<file path="src/rtl/ins_prefetch.sv">
// Instruction prefetch: sequential word fetch into imem, PC-tagged DEPTH-entry buffer, valid/ready out.
// Latency: request at t, 1-cycle imem responds at t+1, instruction presented from t+2; 1 instr/cycle sustained.
// Backpressure: issue stops once outstanding requests plus buffered entries reach DEPTH; head holds while !ins_ready.

// Small synchronous FIFO with flush; head data is raw storage, the caller qualifies it with count.
module pf_fifo #(
    parameter int W     = 64,
    parameter int DEPTH = 4
) (
    input  logic                       clk,
    input  logic                       rst,
    input  logic                       flush_i,
    input  logic                       push_i,
    input  logic [W-1:0]               push_dat_i,
    input  logic                       pop_i,
    output logic [W-1:0]               head_dat_o,
    output logic [$clog2(DEPTH):0]     count_o
);
    localparam int PW = $clog2(DEPTH);
    localparam int CW = PW + 1;

    logic [W-1:0]  mem_q [DEPTH];
    logic [PW-1:0] rd_q, rd_d;
    logic [PW-1:0] wr_q, wr_d;
    logic [CW-1:0] cnt_q, cnt_d;

    // Pointer and occupancy next-state; flush empties the buffer and voids any same-cycle push/pop.
    always_comb begin
        rd_d  = rd_q;
        wr_d  = wr_q;
        cnt_d = cnt_q;
        if (flush_i) begin
            rd_d  = '0;
            wr_d  = '0;
            cnt_d = '0;
        end else begin
            if (push_i) wr_d = wr_q + PW'(1);
            if (pop_i)  rd_d = rd_q + PW'(1);
            cnt_d = cnt_q + CW'(push_i) - CW'(pop_i);
        end
    end

    // Pointer and occupancy registers.
    always_ff @(posedge clk or posedge rst) begin
        if (rst) begin
            rd_q  <= '0;
            wr_q  <= '0;
            cnt_q <= '0;
        end else begin
            rd_q  <= rd_d;
            wr_q  <= wr_d;
            cnt_q <= cnt_d;
        end
    end

    // Entry storage; contents are don't-care until written, so no reset is needed.
    always_ff @(posedge clk) begin
        if (push_i && !flush_i) begin
            mem_q[wr_q] <= push_dat_i;
        end
    end

    assign head_dat_o = mem_q[rd_q];
    assign count_o    = cnt_q;
endmodule

module ins_prefetch #(
    parameter int DEPTH = 4,
    parameter int AW    = 8,
    parameter int IW    = 32
) (
    input  logic                       clk,
    input  logic                       rstd,
    output logic                       imem_req,
    output logic [AW-1:0]              imem_addr,
    input  logic [IW-1:0]              imem_rdata,
    input  logic                       imem_rvalid,
    input  logic                       redirect,
    input  logic [31:0]                redirect_pc,
    output logic                       ins_valid,
    output logic [IW-1:0]              ins,
    output logic [31:0]                ins_pc,
    input  logic                       ins_ready,
    output logic [$clog2(DEPTH):0]     count
);
    localparam int CW = $clog2(DEPTH) + 1;

    typedef struct packed {
        logic [IW-1:0] ins;
        logic [31:0]   pc;
    } entry_t;

    logic [31:0]   fetch_pc_q, fetch_pc_d;
    logic [31:0]   resp_pc_q,  resp_pc_d;
    logic [CW-1:0] outst_q,    outst_d;
    logic [CW-1:0] discard_q,  discard_d;

    logic [CW:0]   inflight;
    logic          resp_drop;
    logic          push;
    logic          pop;
    entry_t        push_ent;
    entry_t        head_ent;

    // Credits: every request in flight already owns a buffer slot, so a push can never overflow.
    assign inflight  = {1'b0, outst_q} + {1'b0, count};
    assign imem_req  = !rstd && !redirect && (inflight < (CW+1)'(DEPTH));
    assign imem_addr = fetch_pc_q[AW-1:0];

    assign resp_drop = imem_rvalid && (discard_q != '0);
    assign push      = imem_rvalid && !resp_drop && !redirect;
    assign pop       = ins_valid && ins_ready && !redirect;
    assign push_ent  = '{ins: imem_rdata, pc: resp_pc_q};

    pf_fifo #(
        .W     ($bits(entry_t)),
        .DEPTH (DEPTH)
    ) u_fifo (
        .clk        (clk),
        .rst        (rstd),
        .flush_i    (redirect),
        .push_i     (push),
        .push_dat_i (push_ent),
        .pop_i      (pop),
        .head_dat_o (head_ent),
        .count_o    (count)
    );

    assign ins_valid = (count != '0);
    assign ins       = ins_valid ? head_ent.ins : '0;
    assign ins_pc    = ins_valid ? head_ent.pc  : '0;

    // Fetch/response PC, in-flight and discard bookkeeping; redirect overrides everything else.
    always_comb begin
        fetch_pc_d = fetch_pc_q;
        resp_pc_d  = resp_pc_q;
        outst_d    = outst_q + CW'(imem_req) - CW'(imem_rvalid);
        discard_d  = discard_q;
        if (imem_req)  fetch_pc_d = fetch_pc_q + 32'd1;
        if (push)      resp_pc_d  = resp_pc_q + 32'd1;
        if (resp_drop) discard_d  = discard_q - CW'(1);
        if (redirect) begin
            fetch_pc_d = redirect_pc;
            resp_pc_d  = redirect_pc;
            // Every request still in flight is now stale; any already marked for discard is part of
            // outstanding, so back-to-back redirects never over-count and swallow good responses.
            discard_d  = outst_q - CW'(imem_rvalid);
        end
    end

    // Control state registers.
    always_ff @(posedge clk or posedge rstd) begin
        if (rstd) begin
            fetch_pc_q <= '0;
            resp_pc_q  <= '0;
            outst_q    <= '0;
            discard_q  <= '0;
        end else begin
            fetch_pc_q <= fetch_pc_d;
            resp_pc_q  <= resp_pc_d;
            outst_q    <= outst_d;
            discard_q  <= discard_d;
        end
    end
endmodule

</file>
<file path="config.mk">
export PLATFORM = sky130hd
export DESIGN_NAME = ins_prefetch
export DESIGN_NICKNAME = d
export VERILOG_FILES = /design/src/rtl/ins_prefetch.sv
export SDC_FILE = /design/constraint.sdc
export NUM_CORES = 1
export LEC_CHECK = 0
export ABC_AREA = 1
export ABC_CLOCK_PERIOD_IN_PS = 5300
export CORE_ASPECT_RATIO = 0.8
export CORE_MARGIN = 8
export CORE_UTILIZATION = 59
export CTS_BUF_LIST = sky130_fd_sc_hd__clkbuf_8
export DETAILED_ROUTE_END_ITERATION = 16
export PLACE_DENSITY = 0.93
export SLEW_MARGIN = 15
export SYNTH_ARGS = -nofsm -noshare
export SYNTH_HDL_FRONTEND = slang
export SYNTH_SLANG_ARGS = --single-unit
export TNS_END_PERCENT = 100
</file>
<file path="constraint.sdc">
create_clock -name clk -period 5.3 [get_ports clk]
set_input_delay 1.06 -clock clk [delete_from_list [all_inputs] [get_ports clk]]
set_output_delay 1.06 -clock clk [all_outputs]
set_load 0.005 [all_outputs]
</file>
-- Yosys cells after proc, flatten, opt, wreduce, memory -nomap -nowiden
Memory sizes are Yosys's and may differ from the RTL's.
Cells that the tools add are included.
- $add $sub $neg: 11
- $lt $le $gt $ge: 1
- multiplexer cells: 15
- reductions and logical operators: 17
- operator list (kind ; count):
    $mux 32 ; 6
    $add 32x1->32 const B ; 2
    $mux 3 ; 3
    $sub 3x1->3 ; 3
    $logic_and 1x1->1 ; 8
    $mux 2 ; 4
    $reduce_bool 2->1 ; 4
    $add 3x1->3 ; 2
    $reduce_bool 3->1 ; 2
    $add 2x1->2 const B ; 2
    $add 3x3->4 ; 1
    $lt 4x3->1 const B ; 1
    $logic_not 1->1 ; 3
    $sub 3x1->3 const B ; 1
    $mux 1 ; 2
- register bits: 77
- RAM bits: 256
- input port bits: 69
- output and inout port bits: 77
- logic and storage cells: 52
- memories: 1
- memory list (memory ; depth ; width ; rd ports ; clocked after Yosys merged registers in ; wr ports ; line ; RTL):
    u_fifo.mem_q ; 4 ; 64 ; 1 ; 0 ; 1 ; 22 ; logic [W-1:0] mem_q [DEPTH];

-- Logic depth before layout (Yosys ltp)
Gate-level depths: netlist of run 1.
- depth after elaboration: 8
- mapped depth: 12
- depth with buffers taken out: 12

-- Modules after synthesis
Synthesis of run 1 repeated with hierarchy kept, for this count alone.
- cells, all modules: 1438
- area total of the unflattened synthesis: 14341.3 µm²
- modules (own cells, without submodules) (module ; instances ; cells an instance ; area each (µm²) ; sequential area each (µm²)):
    pf_fifo ; 1 ; 799 ; 10538.9 ; 7862.5
    ins_prefetch ; 1 ; 639 ; 3802.4 ; 1151.1

-- Least setup slack after synthesis of run 1
No wires, ideal clock.
- path kind: input port to flip-flop
- from: input redirect
- to: memory u_fifo.mem_q[0][0], enable pin
- library setup time: 0.487 ns
- arrival: 4.326 ns
- required time: 4.813 ns
- setup slack: 0.487 ns
- stages: 5
- path buffers: 2
- cell sequence: buf_6 > inv_1 > nand4_2 > clkbuf_1 > nor2_1
- longest elaborated chain between the ends: 5
- ends and longest elaborated chain (what ; line ; RTL):
    from (decl) ; 78 ; input logic redirect,
    $logic_not 1->1 * ; 58, 111 ;
    $logic_and 1x1->1 ; 111 ; assign push = imem_rvalid && !resp_drop && !redirect;
    $logic_and 1x1->1 * ; 58 ; if (push_i && !flush_i) begin
    $mux 1 * ; 58 ;
    $mux 1 (implied by the code) * ; 59 ; mem_q[wr_q] <= push_dat_i;
    to (decl) ; 22 ;
Every way passes the cells marked *; elsewhere a longest branch is shown, timed or not.

-- Final worst setup path of run 1
- from: register u_fifo.rd_q[0]
- to: output ins_pc[14]
- longest elaborated chain between the ends: 2
- ends and longest elaborated chain (what ; line ; RTL):
    from (decl) ; 23 ; logic [PW-1:0] rd_q, rd_d;
    from (signal assigned) ; 50 ; rd_q <= rd_d;
    $mem_v2 4x64 ; n/a ;
    $mux 32 ; 131 ; assign ins_pc = ins_valid ? head_ent.pc : '0;
    to (decl) ; 82 ; output logic [31:0] ins_pc,
No other way between the ends.

==> results.sh, run 1 <==
export IMPL_status="finished, final reports clean"
export IMPL_crit_path_max_incr_delay_ns=0.82
export IMPL_critical_path_slowest_cell="buf_4"
export IMPL_swShare_pct=32.8
export IMPL_seqPwrFrac_pct=44.8
export IMPL_diodes=0
export IMPL_critPathRequiredTime_ns=4.24
export IMPL_clock_sinks=309
export IMPL_fmax_mhz=225
export IMPL_instances_no_fill=1754
export IMPL_syn_area_per_cell_sq_um=10.6
export IMPL_clock_skew_ns=0.0276
export IMPL_synth_compound_area_share_pct=9.58
export IMPL_internal_power_uw=4540
export IMPL_synth_top_family_by_area="simple AND/OR/NAND/NOR gates"
export IMPL_critPathLaunchType="register"
export IMPL_port_buffers=145
export IMPL_rows=49
export IMPL_crit_chain="buf_4, nor2_1, nor2_1, o21ai_0, a21oi_1, clkdlybuf4s50_1"
export IMPL_drc=0
export IMPL_p_leak_uw=0.00586
export IMPL_yosysWarnings=0
export IMPL_synth_xor_xnor_area_share_pct=1.24
export IMPL_routedWlPerCell_um=18.8
export IMPL_drive_gt1_share_pct=6.70
export IMPL_nFillCells=1486
export IMPL_antenna_found_initial=0
export IMPL_cts_htree_levels=2
export IMPL_synth_edf_count=256
export IMPL_p_per_area_nw_per_um2=422
export IMPL_grt_pass1_vias=9997
export IMPL_cts_made_buffers=46
export IMPL_timing_final_ws_setup_ns=0.864
export IMPL_path_clk_slew_ns=0.07
export IMPL_synth_seq_cells=309
export IMPL_io_pins=146
export IMPL_vdd_drop_max_v=0.000279
export IMPL_finalSetupViolCount=0
export IMPL_hold_viol_final=0
export IMPL_cap_violations=0
export IMPL_die_area_sq_um=27900
export IMPL_power_frac_comb_pct=29.8
export IMPL_wl_um=32900
export IMPL_grt_remaining_overflow=0
export IMPL_dp_cells=1669
export IMPL_synth_common_cells="nor2_1 (319), edfxtp_1 (256), nand2_1 (175), o21ai_0 (138), a21oi_1 (77)"
export IMPL_avgViaCountPerCell=5.64
export IMPL_grt_max_degree=95
export IMPL_tns_ns=0
export IMPL_period_share_pct=83.7
export IMPL_grt_pass1_wl_um=51300
export IMPL_clk_root_buffer_cell="clkbuf_8"
export IMPL_cts_tree="done"
export IMPL_ys_seq_area_share_pct=67.1
export IMPL_synth_area_leader_cell="edfxtp_1"
export IMPL_r2r_slack_ns=2.13
export IMPL_dr_pass1_iters=5
export IMPL_fp_dieW_um=185
export IMPL_synthMuxAreaShare_pct=0
export IMPL_synth_cell_type_count=37
export IMPL_postCtsSetupRepairBufs=0
export IMPL_netlist_area_leader_share_pct=57.2
export IMPL_worstMarginPinSlew_ns=0.940
export IMPL_fin_crit_ns=4.44
export IMPL_finalMaxSlewViolations=0
export IMPL_insertion_delay_ns=0.56
export IMPL_vias=9901
export IMPL_power_net_switching_uw=2220
export IMPL_synth_most_common_cell="nor2_1"
export IMPL_postSynthNetCount=1350
export IMPL_area_growth_pct=19.3
export IMPL_cp_max_fo=88
export IMPL_core_sq_um=22400
export IMPL_drtAntennaViolNets=0
export IMPL_drtIter0Drc=1141
export IMPL_hpwl_um=20100
export IMPL_dieHeight_um=151
export IMPL_async_reset_ff_share_pct=17.2
export IMPL_place_ws_ns=1.00
export IMPL_worstSetupEndpointType="primary output"
export IMPL_clk_path_buf_depth=3
export IMPL_ys_flop_type="edfxtp_1"
export IMPL_cpMostUsedCell="nor2_1"
export IMPL_cp_arrival_ns=3.38
export IMPL_initial_core_util_pct=59.8
export IMPL_rsz0062_at_grt="false"
export IMPL_grt_usage_pct=23.4
export IMPL_maxSlewHeadroom_pct=37.3
export IMPL_synthCells=1263
export IMPL_cts_resized=0
export IMPL_path_class="reg -> out"
export IMPL_netlist_top_cells_area="edfxtp_1 (57%), dfrtp_1 (9.9%), nor2_1 (8.9%), o21ai_0 (5.1%), nand2_1 (4.9%)"
export IMPL_min_path_type="reg -> reg"
export IMPL_place_congestion=0.898
export IMPL_netlist_area_sq_um=13400
export IMPL_nets=1498
export IMPL_synth_fa_ha_area_share_pct=1.79
export IMPL_yosys_area_share_simple_pct=16.7
export IMPL_final_util_pct=71.4
export IMPL_power_uw=6770
export IMPL_ctsHoldBuffers=0
export IMPL_power_frac_clock_pct=25.5
placed cells by master (no fill, tap or decap), types with 9 or more instances in the layout:
| cell type | instances |
|---|---|
| clkinv_1 | 16 |
| clkdlybuf4s50_1 | 145 |
| ha_1 | 16 |
| xor2_1 | 9 |
| dfrtp_1 | 51 |
| buf_4 | 9 |
| o21bai_1 | 9 |
| nand3_1 | 40 |
| edfxtp_1 | 256 |
| a21oi_1 | 77 |
| xnor2_1 | 10 |
| o211ai_1 | 10 |
| nand2_1 | 175 |
| clkbuf_8 | 47 |
| inv_1 | 70 |
| o21ai_0 | 138 |
| nor2_1 | 314 |
layout make-up:
type,count,area (sq um),area share [%]
Sequential cell,309,9020,56.3
Multi-Input combinational cell,836,3970,24.8
Timing Repair Buffer,159,1620,10.1
Clock buffer,47,647,4.04
Tap cell,306,383,2.39
Inverter,59,221,1.38
Clock inverter,38,160,1.00
power by group through the flow:
stage / Combinational (uW) / Sequential (uW) / Clock (uW)
final: 2010 / 3030 / 1720
after global routing: 2190 / 3050 / 1850
after CTS: 2010 / 3020 / 1750
after detailed placement: 1990 / 3070 / 0
after global placement: 1920 / 3060 / 0
after floorplan: 1050 / 2980 / 0
per-stage QoR:
step                hold WS, ns  cell area [sq um]
finish                    0.521              16000
global route              0.542              16000
CTS                       0.516              16000
detailed placement        0.501              15200
global placement          0.495              15200
floorplan                 0.466              13400
worst paths after layout:
path                                              from                     endpoint  cells past startpoint
setup / recovery            u_fifo.rd_q[0]$_DFFE_PP0P_                   ins_pc[14]                      6
hold / removal                    outst_q[1]$_DFF_PP0_         outst_q[2]$_DFF_PP0_                      1
setup reg to reg           u_fifo.count_o[1]$_DFF_PP0_  u_fifo.count_o[2]$_DFF_PP0_                     12
hold reg to reg                   outst_q[1]$_DFF_PP0_         outst_q[2]$_DFF_PP0_                      1
max in group asynchronous                         rstd   u_fifo.rd_q[0]$_DFFE_PP0P_                      3
min in group asynchronous                         rstd    fetch_pc_q[5]$_DFFE_PP0P_                      3
cells by family after synthesis:
kind of cell,count (synthesis)
and+or+nand+nor,557
DFF,309
AOI/OAI and AO/OA,242
buffers and inverters,118
xor gates and xnor gates,19
adders and majority gates,18
worst max-delay path, delay by kind of cell (launching register included):
kind / cells / cell delay, ns
simple gates: 2 / 0.29
compound gates: 2 / 0.42
buf+inv: 2 / 1.38
flops: 1 / 0.73
sequential cells by signal (all words and copies together) (netlist names):
name / flops
u_fifo.mem_q: 256
resp_pc_q: 32
fetch_pc_q: 8
discard_q: 3
outst_q: 3
u_fifo.count_o: 3
u_fifo.rd_q: 2
u_fifo.wr_q: 2
routing by layer:
metal / up-vias / share of wire, % / global-route usage (%)
met5: - / 0 / 0
met4: 0 / 2.0 / 7.15
met3: 66 / 11 / 5.18
met2: 524 / 47 / 39.3
met1: 4701 / 40 / 30.2
li1: 4610 / - / -
Note: power is estimated with default switching activity, not from simulation.
==> inputs of run 2 (changes only) <==
- ABC_CLOCK_PERIOD_IN_PS: 5300 -> 4200
- clock period: 5.3 -> 4.2 ns (I/O delays scaled with it)
==> results.sh, run 2 (same netlist as run 1, synthesis figures left out) <==
export IMPL_status="finished, final reports clean"
export IMPL_grt_max_degree=130
export IMPL_vdd_drop_max_v=0.000326
export IMPL_r2r_slack_ns=1.12
export IMPL_power_net_switching_uw=2870
export IMPL_drc=0
export IMPL_path_class="reg -> out"
export IMPL_fmax_mhz=255
export IMPL_internal_power_uw=5930
export IMPL_clk_path_buf_depth=3
export IMPL_path_clk_slew_ns=0.06
export IMPL_die_area_sq_um=27900
export IMPL_hold_viol_final=0
export IMPL_p_leak_uw=0.00591
export IMPL_fin_crit_ns=3.92
export IMPL_largest_reg_flops=256
export IMPL_critPathRequiredTime_ns=3.36
export IMPL_cts_resized=0
export IMPL_vias=10200
export IMPL_cts_made_buffers=46
export IMPL_diodes=0
export IMPL_p_per_area_nw_per_um2=546
export IMPL_cts_htree_levels=2
export IMPL_postCtsSetupRepairBufs=0
export IMPL_worstSetupEndpointType="primary output"
export IMPL_initial_core_util_pct=59.8
export IMPL_maxSlewHeadroom_pct=35.7
export IMPL_wl_um=34200
export IMPL_drive_gt1_share_pct=7.46
export IMPL_grt_pass1_vias=9918
export IMPL_cap_violations=0
export IMPL_dr_pass1_iters=6
export IMPL_ctsHoldBuffers=0
export IMPL_fp_dieW_um=185
export IMPL_cts_tree="done"
export IMPL_grt_pass1_wl_um=53100
export IMPL_min_delay_path_depth=2
export IMPL_min_to="fetch_pc_q[3]$_DFFE_PP0P_"
export IMPL_place_congestion=0.882
export IMPL_grt_usage_pct=24.3
export IMPL_grt_remaining_overflow=0
export IMPL_reg_top3="u_fifo.mem_q: 256 flops, resp_pc_q: 32 flops, fetch_pc_q: 8 flops"
export IMPL_timing_final_ws_setup_ns=0.277
export IMPL_rsz0062_at_grt="false"
export IMPL_port_buffers=145
export IMPL_antenna_found_initial=0
export IMPL_stdcell_area_sq_um=16100
export IMPL_swShare_pct=32.6
export IMPL_power_frac_comb_pct=30.4
export IMPL_r2r_end="u_fifo.count_o[2]$_DFF_PP0_"
export IMPL_power_frac_clock_pct=26.5
export IMPL_dieHeight_um=151
export IMPL_drtAntennaViolNets=0
export IMPL_io_pins=146
export IMPL_avgViaCountPerCell=5.80
export IMPL_placed_cell_area_sq_um=15300
export IMPL_final_util_pct=71.9
export IMPL_seqPwrFrac_pct=43.1
export IMPL_hpwl_um=20700
export IMPL_r2r_start="u_fifo.count_o[1]$_DFF_PP0_"
export IMPL_core_sq_um=22400
export IMPL_hp_start="fetch_pc_q[3]$_DFFE_PP0P_"
export IMPL_nets=1501
export IMPL_final_cell_mix="nor2_1 (314), edfxtp_1 (256), nand2_1 (175)"
export IMPL_place_ws_ns=0.830
export IMPL_clock_skew_ns=0.0214
export IMPL_finalMaxSlewViolations=0
export IMPL_worstMarginPinSlew_ns=0.965
export IMPL_clock_sinks=309
export IMPL_top_register="u_fifo.mem_q"
export IMPL_area_growth_pct=20.1
export IMPL_final_common_cell="nor2_1"
export IMPL_rows=49
export IMPL_min_path_type="reg -> reg"
export IMPL_insertion_delay_ns=0.57
export IMPL_clk_root_buffer_cell="clkbuf_8"
export IMPL_routedWlPerCell_um=19.5
export IMPL_cp_max_fo=58
export IMPL_critPathLaunchType="register"
export IMPL_cp_arrival_ns=3.08
export IMPL_holdWs_ns=0.548
export IMPL_finalSetupViolCount=0
export IMPL_rr_worst_depth=12
export IMPL_drtIter0Drc=1277
export IMPL_period_share_pct=93.4
## run 2: changes by cell type in the layout (fill, tap and decap cells not counted), sizes merged
cell | previous run | this run
buf | 14 | 17
bufinv | 0 | 2
clkbuf | 47 | 48
clkinv | 20 | 19
clkinvlp | 0 | 1
inv | 77 | 71
## run 2: worst max path at each step
stage / startpoint / endpoint / slack [ns] / cells after the start
6_report: u_fifo.rd_q[1]$_DFFE_PP0P_ / ins_pc[24] / 0.28 / 5
2_1_floorplan: redirect / u_fifo.mem_q[0][0]$_DFFE_PP_ / -0.39 / 5
4_1_cts: u_fifo.rd_q[0]$_DFFE_PP0P_ / ins_pc[27] / 0.46 / 6
5_1_grt: u_fifo.rd_q[1]$_DFFE_PP0P_ / ins_pc[24] / 0.09 / 5
3_3_place_gp: redirect / imem_req / 0.85 / 4
3_5_place_dp: redirect / imem_req / 0.83 / 4
## run 2: cell type report
| class | count | area [sq um] |
|---|---|---|
| fill | 1444 | 6310 |
| clock inverter | 34 | 214 |
| timing repair buffer | 162 | 1670 |
| clock buffer | 48 | 661 |
| tap | 306 | 383 |
| inverter | 59 | 223 |
| multi-input combinational | 836 | 3970 |
| sequential | 309 | 9020 |
## run 2: critical path, cell delays in order (launching register included)
cell	delay, ns
dfrtp_2	0.37
clkinv_2	0.70
nor2_1	0.35
o21ai_0	0.14
a21oi_1	0.33
clkdlybuf4s50_1	0.58
## run 2: power groups by stage
stage / registers, uW / logic, uW / clock network [uW]
3_5_place_dp: 3840 / 2650 / 0
3_3_place_gp: 3820 / 2540 / 0
4_1_cts: 3780 / 2680 / 2350
5_1_grt: 3810 / 2900 / 2490
2_1_floorplan: 3760 / 1320 / 0
6_report: 3790 / 2670 / 2330
## run 2: through the flow
step	total power (uW)	setup TNS [ns]	instances
floorplan	5080	-100.60	1263
global placement	6360	0	1672
detailed placement	6490	0	1672
CTS	8810	0	1754
global route	9200	0	1754
finish	8800	0	1754
## run 2: routing by layer
metal / vias up / track usage, % / wire length (um)
met1: 4836 / 32.9 / 13500
met5: - / 0 / 0
met4: 0 / 7.67 / 786
li1: 4610 / - / -
met2: 655 / 38.5 / 15900
met3: 66 / 6.21 / 4040
